$ cat config.mk
export PLATFORM = sky130hd
export DESIGN_NAME = decode_stage_hs
export DESIGN_NICKNAME = d
export VERILOG_FILES = /design/src/rtl/decode_pkg.sv /design/src/rtl/decode_logic.sv /design/src/rtl/decode_stage_hs.sv
export SDC_FILE = /design/constraint.sdc
export NUM_CORES = 1
export LEC_CHECK = 0
export BUFFER_PORTS_ARGS = -buffer_cell sky130_fd_sc_hd__buf_2
export CAP_MARGIN = 20
export CORE_ASPECT_RATIO = 1.5
export CORE_MARGIN = 4
export CORE_UTILIZATION = 50
export DETAILED_ROUTE_END_ITERATION = 10
export GPL_TIMING_DRIVEN = 0
export PLACE_DENSITY = 0.72
export SYNTH_ARGS = -nofsm -noshare
export SYNTH_HDL_FRONTEND = slang
export SYNTH_HIERARCHICAL = 1
export SYNTH_SLANG_ARGS = --single-unit
$ cat constraint.sdc
create_clock -name clk -period 4.3 [get_ports clk]
set_input_delay 0.215 -clock clk [delete_from_list [all_inputs] [get_ports clk]]
set_output_delay 0.215 -clock clk [all_outputs]
set_load 0.05 [all_outputs]
$ cat src/rtl/decode_pkg.sv
`default_nettype none
// ============================================================================
//  Module   : decode_pkg
//  Purpose  : Shared encodings for the RV32I decode stage: opcode, funct3 and
//             funct7 values, micro-op control codes, the micro-op record and
//             the skid-buffer state type.
//  Revision : 1.0  initial release
// ============================================================================
package decode_pkg;

  // These widths must track the XLEN / ADDR_LEN parameters of decode_stage_hs.
  localparam int UOP_XLEN     = 32;
  localparam int UOP_ADDR_LEN = 32;

  // Major opcodes
  localparam logic [6:0] OP_LUI    = 7'b0110111;
  localparam logic [6:0] OP_AUIPC  = 7'b0010111;
  localparam logic [6:0] OP_JAL    = 7'b1101111;
  localparam logic [6:0] OP_JALR   = 7'b1100111;
  localparam logic [6:0] OP_BRANCH = 7'b1100011;
  localparam logic [6:0] OP_LOAD   = 7'b0000011;
  localparam logic [6:0] OP_STORE  = 7'b0100011;
  localparam logic [6:0] OP_IMM    = 7'b0010011;
  localparam logic [6:0] OP_OP     = 7'b0110011;
  localparam logic [6:0] OP_FENCE  = 7'b0001111;

  // ALU funct3 values
  localparam logic [2:0] FUNCT3_ADD_SUB = 3'b000;
  localparam logic [2:0] FUNCT3_SLL     = 3'b001;
  localparam logic [2:0] FUNCT3_SLT     = 3'b010;
  localparam logic [2:0] FUNCT3_SLTU    = 3'b011;
  localparam logic [2:0] FUNCT3_XOR     = 3'b100;
  localparam logic [2:0] FUNCT3_SR      = 3'b101;
  localparam logic [2:0] FUNCT3_OR      = 3'b110;
  localparam logic [2:0] FUNCT3_AND     = 3'b111;

  // funct7 values
  localparam logic [6:0] FUNCT7_BASE   = 7'b0000000;
  localparam logic [6:0] FUNCT7_ALT    = 7'b0100000;
  localparam logic [6:0] FUNCT7_MULDIV = 7'b0000001;

  // ALU operations
  localparam logic [3:0] ALU_OP_NOP  = 4'd0;
  localparam logic [3:0] ALU_OP_ADD  = 4'd1;
  localparam logic [3:0] ALU_OP_SUB  = 4'd2;
  localparam logic [3:0] ALU_OP_SLL  = 4'd3;
  localparam logic [3:0] ALU_OP_SLT  = 4'd4;
  localparam logic [3:0] ALU_OP_SLTU = 4'd5;
  localparam logic [3:0] ALU_OP_XOR  = 4'd6;
  localparam logic [3:0] ALU_OP_SRL  = 4'd7;
  localparam logic [3:0] ALU_OP_SRA  = 4'd8;
  localparam logic [3:0] ALU_OP_OR   = 4'd9;
  localparam logic [3:0] ALU_OP_AND  = 4'd10;

  // Operand selects
  localparam logic [1:0] OPSEL_RS1  = 2'd0;
  localparam logic [1:0] OPSEL_RS2  = 2'd0;
  localparam logic [1:0] OPSEL_PC   = 2'd1;
  localparam logic [1:0] OPSEL_IMM  = 2'd1;
  localparam logic [1:0] OPSEL_ZERO = 2'd2;

  // Writeback selects
  localparam logic [1:0] WB_ALU  = 2'd0;
  localparam logic [1:0] WB_DMEM = 2'd1;
  localparam logic [1:0] WB_PC   = 2'd2;
  localparam logic [1:0] WB_IMM  = 2'd3;

  typedef struct packed {
    logic [UOP_ADDR_LEN-1:0] pc;
    logic [3:0]              alu_func;
    logic [1:0]              opsel1;
    logic [1:0]              opsel2;
    logic [1:0]              wbsel;
    logic [4:0]              rs1_addr;
    logic [4:0]              rs2_addr;
    logic [4:0]              rd_addr;
    logic                    rf_w_en;
    logic                    mem_r_en;
    logic                    mem_w_en;
    logic [2:0]              mem_size;
    logic                    is_branch;
    logic                    is_jump;
    logic [2:0]              br_type;
    logic [UOP_XLEN-1:0]     imm;
    logic                    illegal;
    logic                    is_muldiv;
    logic [2:0]              muldiv_op;
  } uop_t;

  typedef enum logic [1:0] {
    ST_EMPTY = 2'd0,
    ST_ONE   = 2'd1,
    ST_TWO   = 2'd2
  } buf_state_e;

  // Base-encoding (funct7 = 0) ALU operation for an OP / OP-IMM funct3.
  function automatic logic [3:0] alu_op_base(input logic [2:0] f3);
    logic [3:0] r;
    r = ALU_OP_NOP;
    case (f3)
      FUNCT3_ADD_SUB: r = ALU_OP_ADD;
      FUNCT3_SLL:     r = ALU_OP_SLL;
      FUNCT3_SLT:     r = ALU_OP_SLT;
      FUNCT3_SLTU:    r = ALU_OP_SLTU;
      FUNCT3_XOR:     r = ALU_OP_XOR;
      FUNCT3_SR:      r = ALU_OP_SRL;
      FUNCT3_OR:      r = ALU_OP_OR;
      FUNCT3_AND:     r = ALU_OP_AND;
      default:        r = ALU_OP_NOP;
    endcase
    return r;
  endfunction

endpackage
`default_nettype wire

$ cat src/rtl/decode_logic.sv
`default_nettype none
// ============================================================================
//  Module   : decode_logic
//  Purpose  : Purely combinational RV32I instruction -> micro-op decoder.
//             Optional feature macro: DECODE_RV32M_EN (M-extension decode).
//  Revision : 1.0  initial release
// ============================================================================
module decode_logic
  import decode_pkg::*;
(
  input  logic [UOP_ADDR_LEN-1:0] i_pc,
  input  logic [31:0]             i_inst,
  output uop_t                    o_uop
);

  logic [6:0]          w_opcode;
  logic [2:0]          w_funct3;
  logic [6:0]          w_funct7;
  logic [UOP_XLEN-1:0] w_imm_i;
  logic [UOP_XLEN-1:0] w_imm_s;
  logic [UOP_XLEN-1:0] w_imm_b;
  logic [UOP_XLEN-1:0] w_imm_u;
  logic [UOP_XLEN-1:0] w_imm_j;
  logic [UOP_XLEN-1:0] w_imm_sh;
  uop_t                w_dec;
  logic                w_bad;

  assign w_opcode = i_inst[6:0];
  assign w_funct3 = i_inst[14:12];
  assign w_funct7 = i_inst[31:25];

  assign w_imm_i  = {{20{i_inst[31]}}, i_inst[31:20]};
  assign w_imm_s  = {{20{i_inst[31]}}, i_inst[31:25], i_inst[11:7]};
  assign w_imm_b  = {{19{i_inst[31]}}, i_inst[31], i_inst[7], i_inst[30:25], i_inst[11:8], 1'b0};
  assign w_imm_u  = {i_inst[31:12], 12'b0};
  assign w_imm_j  = {{11{i_inst[31]}}, i_inst[31], i_inst[19:12], i_inst[20], i_inst[30:21], 1'b0};
  assign w_imm_sh = {27'b0, i_inst[24:20]};

  // Per-opcode control decode; w_bad flags any encoding we do not support.
  always_comb begin
    w_dec          = '0;
    w_bad          = 1'b0;
    w_dec.pc       = i_pc;
    w_dec.rs1_addr = i_inst[19:15];
    w_dec.rs2_addr = i_inst[24:20];
    w_dec.rd_addr  = i_inst[11:7];
    case (w_opcode)
      OP_LUI: begin
        w_dec.alu_func = ALU_OP_ADD;
        w_dec.opsel1   = OPSEL_ZERO;
        w_dec.opsel2   = OPSEL_IMM;
        w_dec.wbsel    = WB_IMM;
        w_dec.rf_w_en  = 1'b1;
        w_dec.imm      = w_imm_u;
      end
      OP_AUIPC: begin
        w_dec.alu_func = ALU_OP_ADD;
        w_dec.opsel1   = OPSEL_PC;
        w_dec.opsel2   = OPSEL_IMM;
        w_dec.wbsel    = WB_ALU;
        w_dec.rf_w_en  = 1'b1;
        w_dec.imm      = w_imm_u;
      end
      OP_JAL: begin
        w_dec.alu_func = ALU_OP_ADD;
        w_dec.opsel1   = OPSEL_PC;
        w_dec.opsel2   = OPSEL_IMM;
        w_dec.wbsel    = WB_PC;
        w_dec.rf_w_en  = 1'b1;
        w_dec.is_jump  = 1'b1;
        w_dec.imm      = w_imm_j;
      end
      OP_JALR: begin
        w_bad          = (w_funct3 != 3'b000);
        w_dec.alu_func = ALU_OP_ADD;
        w_dec.opsel1   = OPSEL_RS1;
        w_dec.opsel2   = OPSEL_IMM;
        w_dec.wbsel    = WB_PC;
        w_dec.rf_w_en  = 1'b1;
        w_dec.is_jump  = 1'b1;
        w_dec.imm      = w_imm_i;
      end
      OP_BRANCH: begin
        // Branch target is PC + imm; the comparison itself is chosen by br_type.
        w_bad           = (w_funct3 == 3'b010) || (w_funct3 == 3'b011);
        w_dec.alu_func  = ALU_OP_ADD;
        w_dec.opsel1    = OPSEL_PC;
        w_dec.opsel2    = OPSEL_IMM;
        w_dec.is_branch = 1'b1;
        w_dec.br_type   = w_funct3;
        w_dec.imm       = w_imm_b;
      end
      OP_LOAD: begin
        w_bad          = (w_funct3 == 3'b011) || (w_funct3 == 3'b110) || (w_funct3 == 3'b111);
        w_dec.alu_func = ALU_OP_ADD;
        w_dec.opsel1   = OPSEL_RS1;
        w_dec.opsel2   = OPSEL_IMM;
        w_dec.wbsel    = WB_DMEM;
        w_dec.rf_w_en  = 1'b1;
        w_dec.mem_r_en = 1'b1;
        w_dec.mem_size = w_funct3;
        w_dec.imm      = w_imm_i;
      end
      OP_STORE: begin
        w_bad          = (w_funct3[2] == 1'b1) || (w_funct3 == 3'b011);
        w_dec.alu_func = ALU_OP_ADD;
        w_dec.opsel1   = OPSEL_RS1;
        w_dec.opsel2   = OPSEL_IMM;
        w_dec.mem_w_en = 1'b1;
        w_dec.mem_size = w_funct3;
        w_dec.imm      = w_imm_s;
      end
      OP_IMM: begin
        w_dec.alu_func = alu_op_base(w_funct3);
        w_dec.opsel1   = OPSEL_RS1;
        w_dec.opsel2   = OPSEL_IMM;
        w_dec.wbsel    = WB_ALU;
        w_dec.rf_w_en  = 1'b1;
        w_dec.imm      = w_imm_i;
        if (w_funct3 == FUNCT3_SLL) begin
          w_bad     = (w_funct7 != FUNCT7_BASE);
          w_dec.imm = w_imm_sh;
        end else if (w_funct3 == FUNCT3_SR) begin
          w_bad     = (w_funct7 != FUNCT7_BASE) && (w_funct7 != FUNCT7_ALT);
          w_dec.imm = w_imm_sh;
          if (w_funct7 == FUNCT7_ALT) begin
            w_dec.alu_func = ALU_OP_SRA;
          end
        end
      end
      OP_OP: begin
        w_dec.opsel1  = OPSEL_RS1;
        w_dec.opsel2  = OPSEL_RS2;
        w_dec.wbsel   = WB_ALU;
        w_dec.rf_w_en = 1'b1;
        case (w_funct7)
          FUNCT7_BASE: w_dec.alu_func = alu_op_base(w_funct3);
          FUNCT7_ALT: begin
            if (w_funct3 == FUNCT3_ADD_SUB) begin
              w_dec.alu_func = ALU_OP_SUB;
            end else if (w_funct3 == FUNCT3_SR) begin
              w_dec.alu_func = ALU_OP_SRA;
            end else begin
              w_bad = 1'b1;
            end
          end
`ifdef DECODE_RV32M_EN
          FUNCT7_MULDIV: begin
            w_dec.alu_func  = ALU_OP_NOP;
            w_dec.is_muldiv = 1'b1;
            w_dec.muldiv_op = w_funct3;
          end
`endif
          default: w_bad = 1'b1;
        endcase
      end
      // FENCE is a no-op for an in-order core without caches.
      OP_FENCE: w_bad = (w_funct3 != 3'b000);
      // SYSTEM and everything else is left to EX to trap on.
      default:  w_bad = 1'b1;
    endcase
  end

  // Illegal encodings flow as an inert uop; x0 destinations never write.
  always_comb begin
    o_uop = w_dec;
    if (w_bad) begin
      o_uop          = '0;
      o_uop.pc       = i_pc;
      o_uop.rs1_addr = i_inst[19:15];
      o_uop.rs2_addr = i_inst[24:20];
      o_uop.rd_addr  = i_inst[11:7];
      o_uop.illegal  = 1'b1;
    end else if (w_dec.rd_addr == 5'd0) begin
      o_uop.rf_w_en = 1'b0;
    end
  end

endmodule
`default_nettype wire

$ cat src/rtl/decode_stage_hs.sv
`default_nettype none
// ============================================================================
//  Module   : decode_stage_hs
//  Purpose  : ID stage: valid/ready handshake, 2-entry skid buffer and flush
//             around the combinational decode_logic.  in_ready comes only
//             from a register, so EX backpressure never reaches IF
//             combinationally.  Optional feature macro: DECODE_RV32M_EN.
//  Revision : 1.0  initial release
// ============================================================================
module decode_stage_hs
  import decode_pkg::*;
#(
  parameter int XLEN     = 32,
  parameter int ADDR_LEN = 32
) (
  input  logic                clk,
  input  logic                reset,
  input  logic                in_valid,
  output logic                in_ready,
  input  logic [ADDR_LEN-1:0] in_pc,
  input  logic [31:0]         in_inst,
  input  logic                flush,
  output logic                out_valid,
  input  logic                out_ready,
  output logic [ADDR_LEN-1:0] out_pc,
  output logic [3:0]          out_alu_func,
  output logic [1:0]          out_opsel1,
  output logic [1:0]          out_opsel2,
  output logic [1:0]          out_wbsel,
  output logic [4:0]          out_rs1_addr,
  output logic [4:0]          out_rs2_addr,
  output logic [4:0]          out_rd_addr,
  output logic                out_rf_w_en,
  output logic                out_mem_r_en,
  output logic                out_mem_w_en,
  output logic [2:0]          out_mem_size,
  output logic                out_is_branch,
  output logic                out_is_jump,
  output logic [2:0]          out_br_type,
  output logic [XLEN-1:0]     out_imm,
  output logic                out_illegal,
  output logic                out_is_muldiv,
  output logic [2:0]          out_muldiv_op
);

  buf_state_e r_state;
  logic       r_full;
  logic       r_out_valid;
  uop_t       r_main;
  uop_t       r_skid;
  uop_t       w_uop;
  logic       w_in_ready;
  logic       w_push;
  logic       w_pop;

  decode_logic u_decode_logic (
    .i_pc   (in_pc),
    .i_inst (in_inst),
    .o_uop  (w_uop)
  );

  // r_full mirrors (state == TWO); the reset term holds in_ready low while
  // reset is asserted and lets it rise in the very first cycle afterwards.
  assign w_in_ready = ~r_full & ~reset;
  assign w_push     = in_valid & w_in_ready;
  assign w_pop      = r_out_valid & out_ready;

  // Skid-buffer state machine: reset beats flush, flush beats push/pop.
  always_ff @(posedge clk) begin
    if (reset) begin
      r_state     <= ST_EMPTY;
      r_full      <= 1'b0;
      r_out_valid <= 1'b0;
      r_main      <= '0;
      r_skid      <= '0;
    end else if (flush) begin
      r_state     <= ST_EMPTY;
      r_full      <= 1'b0;
      r_out_valid <= 1'b0;
    end else begin
      case (r_state)
        ST_EMPTY: begin
          if (w_push) begin
            r_main      <= w_uop;
            r_out_valid <= 1'b1;
            r_state     <= ST_ONE;
          end
        end
        ST_ONE: begin
          if (w_push && w_pop) begin
            r_main <= w_uop;
          end else if (w_push) begin
            r_skid  <= w_uop;
            r_state <= ST_TWO;
            r_full  <= 1'b1;
          end else if (w_pop) begin
            r_out_valid <= 1'b0;
            r_state     <= ST_EMPTY;
          end
        end
        ST_TWO: begin
          if (w_pop) begin
            r_main  <= r_skid;
            r_state <= ST_ONE;
            r_full  <= 1'b0;
          end
        end
        default: begin
          r_state     <= ST_EMPTY;
          r_full      <= 1'b0;
          r_out_valid <= 1'b0;
        end
      endcase
    end
  end

  assign in_ready      = w_in_ready;
  assign out_valid     = r_out_valid;
  assign out_pc        = r_main.pc;
  assign out_alu_func  = r_main.alu_func;
  assign out_opsel1    = r_main.opsel1;
  assign out_opsel2    = r_main.opsel2;
  assign out_wbsel     = r_main.wbsel;
  assign out_rs1_addr  = r_main.rs1_addr;
  assign out_rs2_addr  = r_main.rs2_addr;
  assign out_rd_addr   = r_main.rd_addr;
  assign out_rf_w_en   = r_main.rf_w_en;
  assign out_mem_r_en  = r_main.mem_r_en;
  assign out_mem_w_en  = r_main.mem_w_en;
  assign out_mem_size  = r_main.mem_size;
  assign out_is_branch = r_main.is_branch;
  assign out_is_jump   = r_main.is_jump;
  assign out_br_type   = r_main.br_type;
  assign out_imm       = r_main.imm;
  assign out_illegal   = r_main.illegal;
  // decode_logic only sets these when DECODE_RV32M_EN is defined.
  assign out_is_muldiv = r_main.is_muldiv;
  assign out_muldiv_op = r_main.muldiv_op;

endmodule
`default_nettype wire

==> run metrics <==
status=finished, final reports clean; register area share after synthesis=44.37%; largest fanout on the critical path=10; Synth async-reset ratio=0%; Die Y=178.2 um; Worst-Margin Slew=1.095 ns; starting density of the core=50.60%; drt initial violations=475; Fill cells=1699; syn avg cell area=8.810 sq um; Antenna Nets Post-Route=0; Reg2Reg Launch Point=r_state[1]; root buffer cell=clkbuf_16; grt met2 use=43.97%; first-pass GRT wire length=42800 um; DP HPWL=19700 um; Leak Pwr=5.152 nW; CTS tree=yes; GRT Util Overall=24.25%; synthesized area=9656 sq um; Yosys cell types=63; Layout Cells excl Fill=1569; total power=0.004296 W; Util after Layout=61.60%; Vias/cell=5.419; Layout Nets=1372; Routability Congestion=0.9257; fin crit period=2.813 ns; setup TNS=0 ns; CP peak stage delay=0.88 ns; largest net degree at the start of global routing=16; Worst Setup SP=r_state[1]; Post-Place Setup Slack=1.061 ns; final worst-path cycle share=65.42%; number of enable flip-flop cells after synthesis=0; final slew viol count=0; share of cells above drive strength 1=20.21%; worst-path cell chain=buf_6 > or4b_1 > buf_2 > a211oi_1 > a311oi_1 > buf_2 > buf_1 > o2bb2ai_1; Max Fclk=0.3555 GHz; clock tree buffer depth=3; Worst EP required=4.71 ns; count leader, synth=nand2_1; port bufs=142; register area=4284 sq um; Synth top area share=44.37%; core area=19080 sq um; WS Path Type=register to register; WP buf/inv=4; unrepaired setup endpoints after global routing=false; CTS sink count=214; number of max-cap violations=0; Via Count=8503; DR WL/cell=17.32 um; most frequent CP cell=buf_2; Worst-Skew Late Latency=0.49 ns; skew final=0.01135 ns; Hold Vio Cnt, Final=0; Hold Path Class=primary input to register; hold_sp=out_ready; Die X-Extent=121.5 um; DR pass1 iterations=5; final worst setup slack=1.487 ns; critical path's slowest cell=a311oi_1; final setup vio count=0; Worst EP arrival=3.22 ns; htree depth=1; synth-to-layout area growth=21.74%; Largest delay share family, worst path=buffers and inverters; CTS buffer count=20; antenna violations before repair=2; clock-pin transition on the worst setup and hold timing paths=0.06 ns; #FFs+latches synth=214; Yosys warning total=6; placed cell count=1498; die area=21640 sq um; multi-input logic area=4537 sq um; Synth Flop Type=dfxtp_1; GR Layer Usage met1=28.28%; drt total wl=27180 um; commonest cells in the netlist=nand2_1, dfxtp_1, a21oi_1; Cell Rows=62; # IOs=176; Worst setup EP type=register; M3 GR Usage=3.648%; vias in the first global route=8306; Synth area leaders=dfxtp_1, mux2i_1, nand2_1, o2bb2ai_1, a21oi_1; power per cell area=365.5 nW/um^2; critical path launch point type=register; residual DRC count=0; Mapped Cells=1096; Most Crowded Layer GR=met2; max_slew headroom=26.48%; total gr overflow=0; Yosys top cell by area=dfxtp_1; maximum VDD drop=323.0 uV
[through the flow]
stage	cell area [sq um]	hold slack, ns
after global placement	10700	0.4390
final	11760	0.05132
after global routing	11760	0.08952
after CTS	11750	0.03887
after detailed placement	10700	0.4413
after floorplan	9671	0.2918
[cell usage in the layout (no fill, tap or decap), types with 4 or more instances in the layout]
master / Yosys / final
nand2_1: 253 / 253
dfxtp_1: 214 / 214
buf_2: 13 / 155
a21oi_1: 134 / 134
mux2i_1: 105 / 105
o2bb2ai_1: 105 / 105
clkbuf_1: 56 / 57
buf_4: 56 / 56
dlygate4sd3_1: 0 / 33
nor2_1: 24 / 24
clkbuf_16: 0 / 21
o21ai_0: 13 / 13
nor3_1: 11 / 11
inv_1: 10 / 10
buf_6: 8 / 8
and2_1: 8 / 8
buf_1: 7 / 7
clkinv_2: 0 / 6
a22oi_1: 6 / 6
ha_1: 6 / 6
nand3_1: 5 / 5
clkbuf_8: 0 / 5
conb_1: 1 / 5
nand2b_1: 4 / 4
nor2b_1: 4 / 4
[worst paths after layout]
path | to | slack, ns | cells past startpoint
worst max-delay path | out_imm[29] | 1.49 | 8
worst min-delay path | r_state[1] | 0.05 | 4
worst max register to register | out_imm[29] | 1.49 | 8
worst min register to register | r_skid[9] | 0.45 | 2
[timing repair]
| item | 4_1_cts | 5_1_grt |
|---|---|---|
| hold buffers | 33 | 0 |
| resized for setup | 0 | 0 |
| buffers inserted | 0 | 0 |
| hold endpoints to repair | 33 | 0 |
[cells by family (layout without fill, tap and decap cells)]
kind of cell | Yosys count | count (layout) | synth area share (%)
AND/OR/NAND/NOR | 331 | 331 | 14.72
AO/OA/AOI/OAI | 289 | 289 | 20.41
flip-flops | 214 | 214 | 44.37
buffers and inverters | 150 | 361 | 8.799
multiplexers | 105 | 105 | 10.89
adder cells (fa/ha/maj) | 6 | 6 | 0.7775
other | 1 | 7 | 0.03884
[cell type report]
class                      count  share of cell area [%]
multi-input combinational    736                   38.60
timing repair buffer         175                   8.856
inverter                      10                  0.3193
tap                          256                   2.725
antenna                        2                 0.04258
sequential                   214                   36.45
clock inverter                 9                   1.022
clock buffer                  27                   5.088
buffer                       140                   6.908
[worst register-to-register path, cell delays in order (launching register included)]
cell       delay (ns)
dfxtp_1          0.32
buf_6            0.11
or4b_1           0.10
buf_2            0.17
a211oi_1         0.09
a311oi_1         0.88
buf_2            0.46
buf_1            0.42
o2bb2ai_1        0.18
[where the power goes]
part / switching, W / total (W) / internal (W) / leakage [nW]
clock: 0.000737 / 0.00189 / 0.00116 / 0.362
combinational: 0.000253 / 0.000386 / 0.000134 / 3.06
sequential: 0.0000125 / 0.00202 / 0.00200 / 1.73
[metal layers]
metal / routed length [um] / share of wire, %
met2: 13660 / 50
met4: 1131 / 4.2
met1: 10920 / 40
met3: 1464 / 5.4
met5: 0 / 0
[state kept, by name, indices dropped and copies added, names as in the netlist, 2 cells and up]
name / count
out_alu_func: 4
out_br_type: 3
out_imm: 32
out_mem_size: 3
out_muldiv_op: 3
out_opsel1: 2
out_opsel2: 2
out_pc: 32
out_rd_addr: 5
out_rs1_addr: 5
out_rs2_addr: 5
out_wbsel: 2
r_skid: 105
r_state: 2
(Power assumes the default switching activity.)
